## config.mk

```make
export PLATFORM = sky130hd
export DESIGN_NAME = pipelined_control_unit
export DESIGN_NICKNAME = d
export VERILOG_FILES = /design/src/rtl/rv_ctrl_pkg.sv /design/src/rtl/hazard_unit.sv /design/src/rtl/pipelined_control_unit.sv
export SDC_FILE = /design/constraint.sdc
export NUM_CORES = 1
export LEC_CHECK = 0
export CAP_MARGIN = 10
export CORE_UTILIZATION = 50
export DETAILED_ROUTE_END_ITERATION = 6
export PLACE_DENSITY = 0.92
export SLEW_MARGIN = 20
export SYNTH_ARGS = -nofsm -noshare
export SYNTH_HDL_FRONTEND = slang
export SYNTH_HIERARCHICAL = 1
export SYNTH_SLANG_ARGS = --single-unit
```

## constraint.sdc

```tcl
create_clock -name clk -period 4.45 [get_ports clk]
set_clock_uncertainty 0.15 [all_clocks]
set_input_delay 0.6675 -clock clk [delete_from_list [all_inputs] [get_ports clk]]
set_output_delay 0.6675 -clock clk [all_outputs]
set_load 0.01 [all_outputs]
```

## src/rtl/rv_ctrl_pkg.sv

```systemverilog
// Shared encodings and the per-stage control bundle for the RV32I pipeline control unit.
package rv_ctrl_pkg;

  // Major opcodes, keyed on inst[6:2].
  localparam logic [4:0] OPC_LOAD   = 5'd0;
  localparam logic [4:0] OPC_OP_IMM = 5'd4;
  localparam logic [4:0] OPC_AUIPC  = 5'd5;
  localparam logic [4:0] OPC_STORE  = 5'd8;
  localparam logic [4:0] OPC_OP     = 5'd12;
  localparam logic [4:0] OPC_LUI    = 5'd13;
  localparam logic [4:0] OPC_BRANCH = 5'd24;
  localparam logic [4:0] OPC_JALR   = 5'd25;
  localparam logic [4:0] OPC_JAL    = 5'd27;

  localparam logic [2:0] F3_SHIFT_RIGHT = 3'b101;

  localparam logic [3:0] ALU_ADD    = 4'b0000;
  localparam logic [3:0] ALU_PASS_B = 4'b0011;

  typedef enum logic [2:0] {
    IMM_S = 3'b000,
    IMM_J = 3'b001,
    IMM_B = 3'b010,
    IMM_U = 3'b011,
    IMM_I = 3'b100
  } imm_sel_e;

  typedef enum logic [1:0] {
    WB_MEM = 2'b00,
    WB_ALU = 2'b01,
    WB_PC4 = 2'b10
  } wb_sel_e;

  typedef enum logic [1:0] {
    FWD_RF    = 2'b00,
    FWD_EXMEM = 2'b01,
    FWD_MEMWB = 2'b10
  } fwd_sel_e;

  typedef struct packed {
    logic       valid;
    logic [3:0] alu_sel;
    logic       asel;
    logic       bsel;
    logic [2:0] br_type;
    logic       is_branch;
    logic       is_jump;
    logic       is_load;
    logic       mem_rw;
    logic [2:0] size;
    logic       reg_wen;
    wb_sel_e    wb_sel;
  } ctrl_bundle_t;

  localparam ctrl_bundle_t CTRL_BUBBLE = '0;

  function automatic logic [3:0] alu_op(input logic [2:0] funct3, input logic funct7_b5);
    return {funct3, funct7_b5};
  endfunction

endpackage

```

## src/rtl/hazard_unit.sv

```systemverilog
// Load-use / RAW interlock, redirect flush and EX-stage forwarding selects.
module hazard_unit
  import rv_ctrl_pkg::*;
#(
  parameter int REG_ADDR_W = 5,
  parameter bit ENABLE_FWD = 1'b1
) (
  input  logic                  rst,
  input  logic                  stall_ext,
  input  logic                  ex_br_taken,
  input  logic                  ex_valid,
  input  logic                  ex_is_branch,
  input  logic                  ex_is_jump,
  input  logic                  ex_is_load,
  input  logic                  ex_reg_wen,
  input  logic [REG_ADDR_W-1:0] ex_rd,
  input  logic [REG_ADDR_W-1:0] ex_rs1,
  input  logic [REG_ADDR_W-1:0] ex_rs2,
  input  logic                  exmem_reg_wen,
  input  logic [REG_ADDR_W-1:0] exmem_rd,
  input  logic                  memwb_reg_wen,
  input  logic [REG_ADDR_W-1:0] memwb_rd,
  input  logic [REG_ADDR_W-1:0] id_rs1,
  input  logic [REG_ADDR_W-1:0] id_rs2,
  output logic                  pc_sel,
  output logic                  pc_stall,
  output logic                  ifid_stall,
  output logic                  ifid_flush,
  output logic                  idex_bubble,
  output logic [1:0]            fwd_a_sel,
  output logic [1:0]            fwd_b_sel
);

  function automatic logic hit(input logic wen, input logic [REG_ADDR_W-1:0] rd,
                               input logic [REG_ADDR_W-1:0] src);
    return wen && (rd != '0) && (rd == src);
  endfunction

  logic redirect, load_use, raw, hazard;

  always_comb begin
    redirect = ~rst & ex_valid & (ex_is_jump | (ex_is_branch & ex_br_taken)) & ~stall_ext;
    load_use = ex_is_load & (hit(ex_reg_wen, ex_rd, id_rs1) | hit(ex_reg_wen, ex_rd, id_rs2));
    // Without forwarding any in-flight writer ahead of WB must drain first; WB itself is write-first.
    if (ENABLE_FWD)
      raw = load_use;
    else
      raw = hit(ex_reg_wen, ex_rd, id_rs1) | hit(ex_reg_wen, ex_rd, id_rs2) |
            hit(exmem_reg_wen, exmem_rd, id_rs1) | hit(exmem_reg_wen, exmem_rd, id_rs2);
    // A redirect kills the ID instruction, so its dependency no longer matters.
    hazard      = ~rst & raw & ~redirect;
    pc_sel      = redirect;
    ifid_flush  = redirect;
    pc_stall    = (~rst & stall_ext) | hazard;
    ifid_stall  = (~rst & stall_ext) | hazard;
    idex_bubble = redirect | hazard;

    fwd_a_sel = FWD_RF;
    fwd_b_sel = FWD_RF;
    if (ENABLE_FWD) begin
      if (hit(exmem_reg_wen, exmem_rd, ex_rs1))      fwd_a_sel = FWD_EXMEM;
      else if (hit(memwb_reg_wen, memwb_rd, ex_rs1)) fwd_a_sel = FWD_MEMWB;
      if (hit(exmem_reg_wen, exmem_rd, ex_rs2))      fwd_b_sel = FWD_EXMEM;
      else if (hit(memwb_reg_wen, memwb_rd, ex_rs2)) fwd_b_sel = FWD_MEMWB;
    end
  end

endmodule

```

## src/rtl/pipelined_control_unit.sv

```systemverilog
// Decode and hazard control for a 5-stage RV32I pipeline; owns the ID/EX, EX/MEM and MEM/WB control registers.
module pipelined_control_unit
  import rv_ctrl_pkg::*;
#(
  parameter int REG_ADDR_W = 5,
  parameter bit ENABLE_FWD = 1'b1
) (
  input  logic        clk,
  input  logic        rst,
  input  logic [31:0] id_inst,
  input  logic        id_valid,
  input  logic        ex_br_taken,
  input  logic        stall_ext,
  output logic [2:0]  id_imm_sel,
  output logic [3:0]  ex_alu_sel,
  output logic        ex_asel,
  output logic        ex_bsel,
  output logic [2:0]  ex_br_type,
  output logic        ex_is_branch,
  output logic        ex_is_jump,
  output logic [1:0]  fwd_a_sel,
  output logic [1:0]  fwd_b_sel,
  output logic        mem_mem_rw,
  output logic [2:0]  mem_size,
  output logic        wb_reg_wen,
  output logic [1:0]  wb_wb_sel,
  output logic        pc_sel,
  output logic        pc_stall,
  output logic        ifid_stall,
  output logic        ifid_flush
);

  localparam int AW = REG_ADDR_W;

  logic [4:0]    opcode;
  logic [2:0]    funct3;
  logic          funct7_b5;
  logic [AW-1:0] id_rd, id_rs1, id_rs2;
  logic          use_rs1, use_rs2, legal;
  imm_sel_e      imm_sel;
  ctrl_bundle_t  id_ctrl;

  assign opcode    = id_inst[6:2];
  assign funct3    = id_inst[14:12];
  assign funct7_b5 = id_inst[30];
  assign id_rd     = id_inst[7 +: AW];

  always_comb begin
    // NOTE: every variable driven here gets a default first, so no path through the case can infer a latch.
    id_ctrl = CTRL_BUBBLE;
    imm_sel = IMM_I;
    use_rs1 = 1'b0;
    use_rs2 = 1'b0;
    legal   = 1'b1;
    case (opcode)
      OPC_OP: begin
        id_ctrl.alu_sel = alu_op(funct3, funct7_b5);
        id_ctrl.reg_wen = 1'b1;
        id_ctrl.wb_sel  = WB_ALU;
        use_rs1 = 1'b1;
        use_rs2 = 1'b1;
      end
      OPC_OP_IMM: begin
        // Only shift-right immediates carry an opcode bit in funct7 (srli vs srai).
        id_ctrl.alu_sel = alu_op(funct3, (funct3 == F3_SHIFT_RIGHT) ? funct7_b5 : 1'b0);
        id_ctrl.bsel    = 1'b1;
        id_ctrl.reg_wen = 1'b1;
        id_ctrl.wb_sel  = WB_ALU;
        use_rs1 = 1'b1;
      end
      OPC_LOAD: begin
        id_ctrl.alu_sel = ALU_ADD;
        id_ctrl.bsel    = 1'b1;
        id_ctrl.is_load = 1'b1;
        id_ctrl.size    = funct3;
        id_ctrl.reg_wen = 1'b1;
        id_ctrl.wb_sel  = WB_MEM;
        use_rs1 = 1'b1;
      end
      OPC_STORE: begin
        id_ctrl.alu_sel = ALU_ADD;
        id_ctrl.bsel    = 1'b1;
        id_ctrl.mem_rw  = 1'b1;
        id_ctrl.size    = funct3;
        id_ctrl.wb_sel  = WB_ALU;
        imm_sel = IMM_S;
        use_rs1 = 1'b1;
        use_rs2 = 1'b1;
      end
      OPC_BRANCH: begin
        id_ctrl.alu_sel   = ALU_ADD;
        id_ctrl.asel      = 1'b1;
        id_ctrl.bsel      = 1'b1;
        id_ctrl.br_type   = funct3;
        id_ctrl.is_branch = 1'b1;
        id_ctrl.wb_sel    = WB_ALU;
        imm_sel = IMM_B;
        use_rs1 = 1'b1;
        use_rs2 = 1'b1;
      end
      OPC_JAL: begin
        id_ctrl.alu_sel = ALU_ADD;
        id_ctrl.asel    = 1'b1;
        id_ctrl.bsel    = 1'b1;
        id_ctrl.is_jump = 1'b1;
        id_ctrl.reg_wen = 1'b1;
        id_ctrl.wb_sel  = WB_PC4;
        imm_sel = IMM_J;
      end
      OPC_JALR: begin
        id_ctrl.alu_sel = ALU_ADD;
        id_ctrl.bsel    = 1'b1;
        id_ctrl.is_jump = 1'b1;
        id_ctrl.reg_wen = 1'b1;
        id_ctrl.wb_sel  = WB_PC4;
        use_rs1 = 1'b1;
      end
      OPC_LUI: begin
        id_ctrl.alu_sel = ALU_PASS_B;
        id_ctrl.bsel    = 1'b1;
        id_ctrl.reg_wen = 1'b1;
        id_ctrl.wb_sel  = WB_ALU;
        imm_sel = IMM_U;
      end
      OPC_AUIPC: begin
        id_ctrl.alu_sel = ALU_ADD;
        id_ctrl.asel    = 1'b1;
        id_ctrl.bsel    = 1'b1;
        id_ctrl.reg_wen = 1'b1;
        id_ctrl.wb_sel  = WB_ALU;
        imm_sel = IMM_U;
      end
      default: legal = 1'b0;
    endcase

    if (!(id_valid && legal)) begin
      id_ctrl = CTRL_BUBBLE;
      use_rs1 = 1'b0;
      use_rs2 = 1'b0;
    end else begin
      id_ctrl.valid = 1'b1;
      if (id_rd == '0) id_ctrl.reg_wen = 1'b0;
    end
  end

  // Unused source fields read as x0 so they can never match a producer.
  assign id_rs1     = use_rs1 ? id_inst[15 +: AW] : '0;
  assign id_rs2     = use_rs2 ? id_inst[20 +: AW] : '0;
  assign id_imm_sel = imm_sel;

  ctrl_bundle_t  ex_q, mem_q, wb_q;
  logic [AW-1:0] ex_rd, ex_rs1, ex_rs2, mem_rd, wb_rd;
  logic          idex_bubble;

  always_ff @(posedge clk) begin
    // NOTE: non-blocking assignments make every stage capture its predecessor's pre-edge value.
    if (rst) begin
      ex_q   <= CTRL_BUBBLE;
      mem_q  <= CTRL_BUBBLE;
      wb_q   <= CTRL_BUBBLE;
      ex_rd  <= '0;
      ex_rs1 <= '0;
      ex_rs2 <= '0;
      mem_rd <= '0;
      wb_rd  <= '0;
    end else if (!stall_ext) begin
      mem_q  <= ex_q;
      mem_rd <= ex_rd;
      wb_q   <= mem_q;
      wb_rd  <= mem_rd;
      if (idex_bubble) begin
        ex_q   <= CTRL_BUBBLE;
        ex_rd  <= '0;
        ex_rs1 <= '0;
        ex_rs2 <= '0;
      end else begin
        ex_q   <= id_ctrl;
        ex_rd  <= id_rd;
        ex_rs1 <= id_rs1;
        ex_rs2 <= id_rs2;
      end
    end
  end

  hazard_unit #(
    .REG_ADDR_W(REG_ADDR_W),
    .ENABLE_FWD(ENABLE_FWD)
  ) u_hazard (
    .rst          (rst),
    .stall_ext    (stall_ext),
    .ex_br_taken  (ex_br_taken),
    .ex_valid     (ex_q.valid),
    .ex_is_branch (ex_q.is_branch),
    .ex_is_jump   (ex_q.is_jump),
    .ex_is_load   (ex_q.is_load),
    .ex_reg_wen   (ex_q.reg_wen),
    .ex_rd        (ex_rd),
    .ex_rs1       (ex_rs1),
    .ex_rs2       (ex_rs2),
    .exmem_reg_wen(mem_q.reg_wen),
    .exmem_rd     (mem_rd),
    .memwb_reg_wen(wb_q.reg_wen),
    .memwb_rd     (wb_rd),
    .id_rs1       (id_rs1),
    .id_rs2       (id_rs2),
    .pc_sel       (pc_sel),
    .pc_stall     (pc_stall),
    .ifid_stall   (ifid_stall),
    .ifid_flush   (ifid_flush),
    .idex_bubble  (idex_bubble),
    .fwd_a_sel    (fwd_a_sel),
    .fwd_b_sel    (fwd_b_sel)
  );

  assign ex_alu_sel   = ex_q.alu_sel;
  assign ex_asel      = ex_q.asel;
  assign ex_bsel      = ex_q.bsel;
  assign ex_br_type   = ex_q.br_type;
  assign ex_is_branch = ex_q.is_branch;
  assign ex_is_jump   = ex_q.is_jump;
  assign mem_mem_rw   = mem_q.mem_rw;
  assign mem_size     = mem_q.size;
  assign wb_reg_wen   = wb_q.reg_wen;
  assign wb_wb_sel    = wb_q.wb_sel;

  logic unused_bits;
  assign unused_bits = ^{wb_q, id_inst[31], id_inst[29:25], id_inst[1:0]};

endmodule

```

---- Word level (Yosys, flattened, before mapping) ----
Cells that the tools add are included.
storage, ports and cells
  register bits ........................... 55
  logic and storage cells ................. 110
  bits of input ports ..................... 37
  output and inout bits ................... 29
cells by class
  mux-type cells .......................... 32
  reduce and logical (&&, ||, !) cells .... 25
  eq/ne operators ......................... 15
  bitwise logic cells ..................... 15
operators with widths
  kind                                                              count
  5-bit == test                                                     6
  5-bit 2-to-1 mux                                                  5
  20-bit 2-to-1 mux                                                 1
  16-bit 2-to-1 mux                                                 1
  5-bit by 4-bit == test with 1-bit output (second input constant)  3
  5-bit == test (second input constant)                             3
  1-bit 2-to-1 mux                                                  15
  5-bit nonzero test                                                3
  3-bit one-hot mux with 4 select lines                             1
  4-bit one-hot mux with 3 select lines                             1
  6-bit OR reduction                                                2
  5-bit by 3-bit == test with 1-bit output (second input constant)  2
  1-bit logical AND                                                 10
  5-bit logical NOT                                                 2
  2-bit 2-to-1 mux                                                  5
  9-bit OR reduction                                                1
  1-bit AND                                                         8
  8-bit OR reduction                                                1
  7-bit OR reduction                                                1
  2-bit OR reduction                                                3
  3-bit OR reduction                                                2
  4-bit 2-to-1 mux                                                  1
  1-bit bitwise OR                                                  4
  2-bit one-hot mux with 2 select lines                             1
  other kinds (3)                                                   5

---- Longest topological paths before layout ----
Gate-level depths: netlist of run 1.
  depth in word-level cells ............... 14
  mapped depth ............................ 12
  depth with buffers taken out ............ 11

---- By module ----
Netlist of run 1, hierarchy kept.
modules (own cells, without submodules)
  module                  sequential area each (um^2)  cells an instance  times used  area an instance (um^2)
  pipelined_control_unit  1,081.0                      242                1           2,311.0
  hazard_unit             0.0                          59                 1           456.7

---- Worst setup path after synthesis of run 1 ----
OpenSTA, ideal clock, no wires.
  path kind ............................... input to register
  from .................................... input id_inst[4]
  to ...................................... register ex_rs1[1]
  arrival ................................. 3.075 ns
  stages on the path ...................... 12
  buffers on the path ..................... 2
  library setup time ...................... 0.128 ns
  data required time ...................... 4.172 ns
  slack ................................... 1.097 ns
  cells stage by stage .................... buf_4 > and3b_1 > o211a_1 > and2_1 > xor2_1 > nor3_1 > a22oi_1 > o41ai_1 > nor2_4 > clkbuf_1 > a32oi_1 > nor2_1
between the ends
  longest elaborated chain between the ends .. 14
  elaborated cells between the ends (all ways) .. 30
  those cells by class .................... eq/ne: 10; mux: 8; bitwise: 5; reduce/logical: 7
RTL lines
  what                                                              RTL line                       source
  start: declaration                                                pipelined_control_unit.sv:10   input logic [31:0] id_inst,
  5-bit by 4-bit == test with 1-bit output (tied with other cells)  pipelined_control_unit.sv:55   case (opcode)
  9-bit OR reduction (no source line)                               --
  1-bit 2-to-1 mux                                                  pipelined_control_unit.sv:55
  1-bit logical AND                                                 pipelined_control_unit.sv:136  if (!(id_valid && legal)) begin
  1-bit 2-to-1 mux *                                                pipelined_control_unit.sv:136
  5-bit 2-to-1 mux *                                                pipelined_control_unit.sv:147  assign id_rs1 = use_rs1 ? id_inst[15 +: AW] : '0;
  via id_rs1[2]                                                     pipelined_control_unit.sv:38   logic [AW-1:0] id_rd, id_rs1, id_rs2;
  5-bit == test *                                                   hazard_unit.sv:36              return wen && (rd != '0) && (rd == src);
  1-bit logical AND *                                               --
  1-bit bitwise OR *                                                hazard_unit.sv:43              load_use = ex_is_load & (hit(ex_reg_wen, ex_rd, id_rs1) | hit(ex_reg_wen, ex_rd, id_rs2));
  1-bit AND *                                                       hazard_unit.sv:43
  1-bit AND * (2 in series)                                         hazard_unit.sv:51              hazard = ~rst & raw & ~redirect;
  1-bit bitwise OR *                                                hazard_unit.sv:56              idex_bubble = redirect | hazard;
  via idex_bubble                                                   pipelined_control_unit.sv:153  logic idex_bubble;
  5-bit 2-to-1 mux *                                                pipelined_control_unit.sv:171  if (idex_bubble) begin
  end signal: assignment                                            pipelined_control_unit.sv:179  ex_rs1 <= id_rs1;
  end: declaration                                                  pipelined_control_unit.sv:152  logic [AW-1:0] ex_rd, ex_rs1, ex_rs2, mem_rd, wb_rd;
The timed path passes the listed nets; every way through them passes the cells marked *.
A chain may end at the register's enable or synchronous reset.

---- Final worst setup path of run 1 ----
  from .................................... input id_inst[2]
  to ...................................... output pc_stall
between the ends
  longest elaborated chain between the ends .. 13
  elaborated cells between the ends (all ways) .. 29
  those cells by class .................... eq/ne: 10; mux: 7; bitwise: 5; reduce/logical: 7
RTL lines
  what                                                              RTL line                       source
  5-bit by 4-bit == test with 1-bit output (tied with other cells)  pipelined_control_unit.sv:55
  9-bit OR reduction (no source line)                               --
  1-bit 2-to-1 mux                                                  pipelined_control_unit.sv:55
  1-bit logical AND                                                 pipelined_control_unit.sv:136
  1-bit 2-to-1 mux *                                                pipelined_control_unit.sv:136
  5-bit 2-to-1 mux *                                                pipelined_control_unit.sv:148  assign id_rs2 = use_rs2 ? id_inst[20 +: AW] : '0;
  via id_rs2[2]                                                     pipelined_control_unit.sv:38
  5-bit == test *                                                   hazard_unit.sv:36
  1-bit logical AND *                                               hazard_unit.sv:36
  1-bit bitwise OR *                                                hazard_unit.sv:43
  1-bit AND *                                                       hazard_unit.sv:43
  1-bit AND * (2 in series)                                         hazard_unit.sv:51
  1-bit bitwise OR *                                                hazard_unit.sv:54              pc_stall = (~rst & stall_ext) | hazard;
  end: declaration                                                  pipelined_control_unit.sv:28   output logic pc_stall,
Marked as above.

==> results.cfg, run 1 <==
[yosys]
yosysTopAreaCellShare_pct = 39.06
ys_seq_area_share_pct = 39.06
synth_area_per_cell_um2 = 9.195
synthDistinctLibCells = 49
synthCells = 301
synth_top_area_cell = dfxtp_1
synth_edf_count = 0
postSynth.asyncResetShare_pct = 0
syn_nets = 338
synth_warnings = 6
netlist_area_um2 = 2768
synth_top_flop_cell = dfxtp_1
synth_area_leaders = dfxtp_1, mux2i_1, xor2_1
ys_ff_latch = 54

[global_route]
grt_max_degree = 49
overflow = 0
grt_pass1_vias = 2288
track_usage_pct = 23.72
grt_pass1_wl_um = 11130
antenna_found_initial = 0

[floorplan]
ios = 66
die_w_um = 76.40
die_area_um2 = 5837
rows = 26
core-area_um2 = 5205
start_util_pct = 53.17
chipHeight_um = 76.40

[critical_path]
end_kind = output port
cp.arrival_ns = 3.30
worstSetupPathType = in2out
critPathLaunchType = primary input
cp.required_ns = 3.63
crit_fanout = 10

[place]
dpl.cell_count = 408
io_buffers = 57
dp_hpwl_um = 4854
gp_congestion = 0.8595
post-place-ws_ns = 0.3798

[power_and_ir_drop]
vdd_ir_drop_max_mv = 0.1654
seqPwrFrac_pct = 55.1
swShare_pct = 25.34
internal-power_uw = 676.9
p_per_area_nw_per_um2 = 266.3
p_comb_share_pct = 13.7
p_leak_uw = 0.001429
p_total_uw = 906.6
clkPwrFrac_pct = 31.2
switching_power_uw = 229.7

[final_layout]
stdcell_count = 416
area.growth.synth_to_final_pct = 23.01
fillers = 428
final_layout_size_suffix_gt1_share_pct = 8.092
fin_nets = 382
seq_area_um2 = 1081
multiInputGateArea_um2 = 1496
antenna_cells = 0

[timing]
finalMaxSlewViolations = 0
fmax_mhz = 242.7
final.setup.worst_slack_ns = 0.3295
hold_violations = 0
tightest_slew_ns = 0.8146
rsz0062_at_grt = no
fin_crit_sh_pct = 92.60
setup_tns_ns = 0
setup_viol = 0
period_needed_ns = 4.121
relSlewSlack_pct = 45.58

[drt]
first_iter_violations = 174
drtAntennaViolNets = 0
dr_total_vias = 2394
drt-total-wl_um = 6624
drc = 0
dr.pass1.iters = 5
wire_per_inst_um = 15.92
routed_via_density = 5.755

[clock_tree]
cts_root_buffer = clkbuf_8
cts.clk_slew.worst_paths_ns = 0.09
post_cts_resized = 0
clock_path_buffers = 2
cts_tree = done
post_cts_buffers = 0
cts.sinks = 54
worst_skew_pair.late_latency_ns = 0.31
ctsHoldBuffers = 0
cts_made_buffers = 5
htreeDepth = 2

[outcome]
status = completed

[hold_path]
worstHoldPathType = reg2reg

[flow_run]
max_cap_viol_count = 0
[metal layers]
metal  vias to the layer above  track usage [%]  part of all wire (%)
li1                       1140                -                     -
met2                        90            38.65                    49
met1                      1148            30.04                    43
met3                        16            5.150                   5.6
met4                         0            10.38                   2.4
met5                         -                0                     0
[synthesized netlist by cell type (2+ instances only)]
cell,instances
nor3_1,2
nor4_2,3
buf_4,14
a22o_1,5
o21ai_1,2
buf_2,5
nor4_1,2
xnor2_1,6
nor4b_1,2
a22oi_1,11
nand2_1,13
and4_1,2
nand3_1,2
inv_1,4
clkbuf_1,8
mux2i_1,23
nand2b_1,2
and2_1,10
dfxtp_1,54
or4_1,6
xor2_1,24
o41ai_1,2
nor2_1,52
a21oi_1,6
nor2b_1,3
o21ai_0,6
a32oi_1,10
[sequential cells by signal, indices dropped and copies added (netlist names)]
register and cells:
mem_rd 5, mem_size 3, ex_rs1 5, ex_is_jump 1
mem_q 3, wb_wb_sel 2, ex_q 8, ex_br_type 3
ex_rd 5, ex_rs2 5, mem_mem_rw 1, wb_rd 5
ex_is_branch 1, ex_asel 1, wb_reg_wen 1, ex_alu_sel 4
ex_bsel 1
[cell type report]
type | instances | share of cell area [%]
clock inverter | 1 | 0.1470
inverter | 4 | 0.4410
timing repair buffer | 66 | 18.60
multi-input combinational | 214 | 43.95
clock buffer | 7 | 2.536
sequential | 54 | 31.75
tap | 70 | 2.573
[worst max-delay path: stages]
cell,delay (ns)
clkdlybuf4s50_1,0.46
or2_4,0.30
a211oi_4,0.40
and2_1,0.22
xor2_1,0.08
nor3_1,0.21
a22oi_1,0.15
o22ai_1,0.20
clkdlybuf4s50_1,0.61
[worst paths after layout]
path | startpoint | end | slack [ns] | cells past startpoint
worst min-delay path | ex_alu_sel[1] | ex_alu_sel[1] | 0.33 | 2
worst min register to register | ex_alu_sel[1] | ex_alu_sel[1] | 0.33 | 2
worst max register to register | ex_rd[2] | ex_br_type[2] | 1.95 | 8
worst max-delay path | id_inst[2] | pc_stall | 0.33 | 9
[stage by stage]
| stage | cell area, um^2 | hold slack, ns | utilization, % |
|---|---|---|---|
| 5_1_grt | 3405 | 0.3452 | 65.41 |
| 3_5_place_dp | 3313 | 0.2933 | 63.65 |
| 6_report | 3405 | 0.3268 | 65.41 |
| 2_1_floorplan | 2768 | 0.2691 | - |
| 4_1_cts | 3405 | 0.3265 | 65.41 |
| 3_3_place_gp | 3313 | 0.2970 | 63.65 |
[power groups by stage]
stage | combinational, uW | clock, uW | sequential (uW)
6_report | 124 | 282 | 500
5_1_grt | 133 | 306 | 501
4_1_cts | 123 | 287 | 500
3_5_place_dp | 122 | 0 | 511
3_3_place_gp | 119 | 0 | 511
2_1_floorplan | 73.5 | 0 | 508
[cell families (layout without fill, tap and decap cells)]
logic type / Yosys count / count (layout) / share of synthesized area, %
and+or+nand+nor: 108 / 108 / 21.56
DFF: 54 / 54 / 39.06
buffers and inverters: 33 / 78 / 6.871
xor gates and xnor gates: 30 / 30 / 9.494
muxes: 23 / 23 / 8.318
AOI/OAI and AO/OA: 53 / 53 / 14.69
[layout by cell type (no fill, tap or decap), drive strengths merged, types with 3 or more instances in the layout]
cell            n
dfxtp          54
o21ai           9
inv             4
clkdlybuf4s50  56
clkbuf          7
nand2          13
a32oi          10
or4             7
a22o            5
nor2b           3
xor2           24
a22oi          11
mux2i          23
nor2           53
xnor2           6
buf            10
nor4b           3
and2           10
nor4            5
a21oi           6
(Power assumes the default switching activity.)
==> run 2, diff against run 1 <==
==> constraint.sdc (replaced) <==
create_clock -name clk -period 4 [get_ports clk]
set_clock_uncertainty 0.15 [all_clocks]
set_input_delay 0.6 -clock clk [delete_from_list [all_inputs] [get_ports clk]]
set_output_delay 0.6 -clock clk [all_outputs]
set_load 0.01 [all_outputs]
==> run 2 against run 1 <==
Against the previous run: utilization grew 0.70 points; sequential share of layout area down 0.33 points; non-clock buffer count is 4 higher; sequential cell count stayed put; wire length rose by 0.33%; cell count rose by 0.96%; worst setup slack lost 0.21 ns; die area unchanged; clock power up 12%; clock-buffer cell count fell by 2; final area up 1.1%.
==> results.cfg, run 2 (synthesized netlist as in run 1, its figures left out) <==
[outcome]
status = completed

[timing]
final.setup.worst_slack_ns = 0.1238
fin_crit_sh_pct = 96.90
setup_viol = 0
tightest_slew_ns = 0.8672
rsz0062_at_grt = no
fmax_mhz = 258.0
whs_ns = 0.3173
setup_tns_ns = 0
finalMaxSlewViolations = 0
relSlewSlack_pct = 42.07
hold_violations = 0
period_needed_ns = 3.876

[critical_path]
end_kind = output port
cp.arrival_ns = 3.13
worstSetupPathType = in2out
cp.required_ns = 3.25
crit_fanout = 10
critPathLaunchType = primary input

[drt]
dr_total_vias = 2361
drc = 0
routed_via_density = 5.621
drt-total-wl_um = 6646
drtAntennaViolNets = 0
wire_per_inst_um = 15.82
dr.pass1.iters = 5
first_iter_violations = 200

[place]
io_buffers = 57
post-place-ws_ns = 0.09162
gp_congestion = 0.8658
dp_hpwl_um = 4894

[floorplan]
chipHeight_um = 76.40
die_w_um = 76.40
die_area_um2 = 5837
start_util_pct = 53.17
rows = 26
core-area_um2 = 5205
ios = 66

[clock_tree]
cts_made_buffers = 5
htreeDepth = 2
clock_path_buffers = 2
cts.clk_slew.worst_paths_ns = 0.10
cts_tree = done
ctsHoldBuffers = 0
post_cts_buffers = 0
cts.sinks = 54
worst_skew_pair.late_latency_ns = 0.31
cts_root_buffer = clkbuf_8

[global_route]
grt_max_degree = 49
grt_pass1_wl_um = 10940
track_usage_pct = 23.23
overflow = 0
grt_pass1_vias = 2263
antenna_found_initial = 0

[power_and_ir_drop]
clkPwrFrac_pct = 31.3
switching_power_uw = 269.2
seqPwrFrac_pct = 54.9
p_leak_uw = 0.001454
p_total_uw = 1013
p_per_area_nw_per_um2 = 294.3
vdd_ir_drop_max_mv = 0.2093
p_comb_share_pct = 13.8
swShare_pct = 26.58
internal-power_uw = 743.4

[final_layout]
fin_nets = 386
final_layout_size_suffix_gt1_share_pct = 9.714
final_common_cell = clkdlybuf4s50_1
fillers = 416
antenna_cells = 0
largest_register_ffs = 8
area.growth.synth_to_final_pct = 24.32
final_cell_mix = clkdlybuf4s50_1, dfxtp_1, nor2_1, xor2_1, mux2i_1
fin_util_pct = 66.11
largest-register = ex_q

[hold_path]
worstHoldPathType = reg2reg

[flow_run]
max_cap_viol_count = 0
run 2: metrics by stage:
stage	cells	instance area (um^2)
2_1_floorplan	301	2768
3_3_place_gp	412	3343
3_5_place_dp	412	3343
4_1_cts	420	3438
5_1_grt	420	3441
6_report	420	3441
run 2: worst paths after layout:
kind,startpoint,to,slack [ns],cells past startpoint
max,id_inst[6],ifid_stall,0.12,9
min,ex_bsel,ex_bsel,0.32,1
min reg2reg,ex_bsel,ex_bsel,0.32,1
max reg2reg,ex_rd[1],ex_q[6],1.50,7
run 2: repair_timing:
action / 4_1_cts / 5_1_grt
gates resized for setup: 0 / 2
endpoints found under the hold margin: 0 / 0
endpoints found under the setup margin: 0 / 2
run 2: routing by layer:
metal	global-route usage [%]	wire [um]	up-vias
met5	0	0	-
met1	28.80	2952	1122
li1	-	-	1148
met3	5.389	355	8
met2	39.82	3276	83
met4	6.923	61	0
run 2: worst max-delay path, cell delays in order:
cell and delay (ns):
clkdlybuf4s50_1 0.47, and3b_1 0.22, o211a_2 0.34, and2_1 0.20, xor2_1 0.14, nor3_1 0.19
a22oi_1 0.12, o22ai_1 0.24, clkdlybuf4s50_1 0.59
run 2: layout make-up:
class | count | area (um^2) | area share, %
clock inverters | 3 | 26.28 | 0.7636
clock buffers | 5 | 68.82 | 2.000
inverters | 4 | 15.01 | 0.4364
repair buffers | 70 | 665.6 | 19.35
multi-input cells | 214 | 1496 | 43.49
well taps | 70 | 87.58 | 2.545
flip-flops and latches | 54 | 1081 | 31.42
run 2: power groups by stage:
stage	registers (uW)	clock network, uW	logic (uW)
2_1_floorplan	566	0	81.7
3_3_place_gp	568	0	134
3_5_place_dp	569	0	138
4_1_cts	556	321	139
5_1_grt	558	347	149
6_report	556	317	139
==> run 3, diff against run 2 <==
--- a/config.mk
+++ b/config.mk
@@ -5,7 +5,6 @@
 export SDC_FILE = /design/constraint.sdc
 export NUM_CORES = 1
 export LEC_CHECK = 0
-export CAP_MARGIN = 10
 export CORE_UTILIZATION = 50
 export DETAILED_ROUTE_END_ITERATION = 6
 export PLACE_DENSITY = 0.92
==> results of run 3 <==
Same layout as run 2: the final DEF is identical, and so are final timing and power.
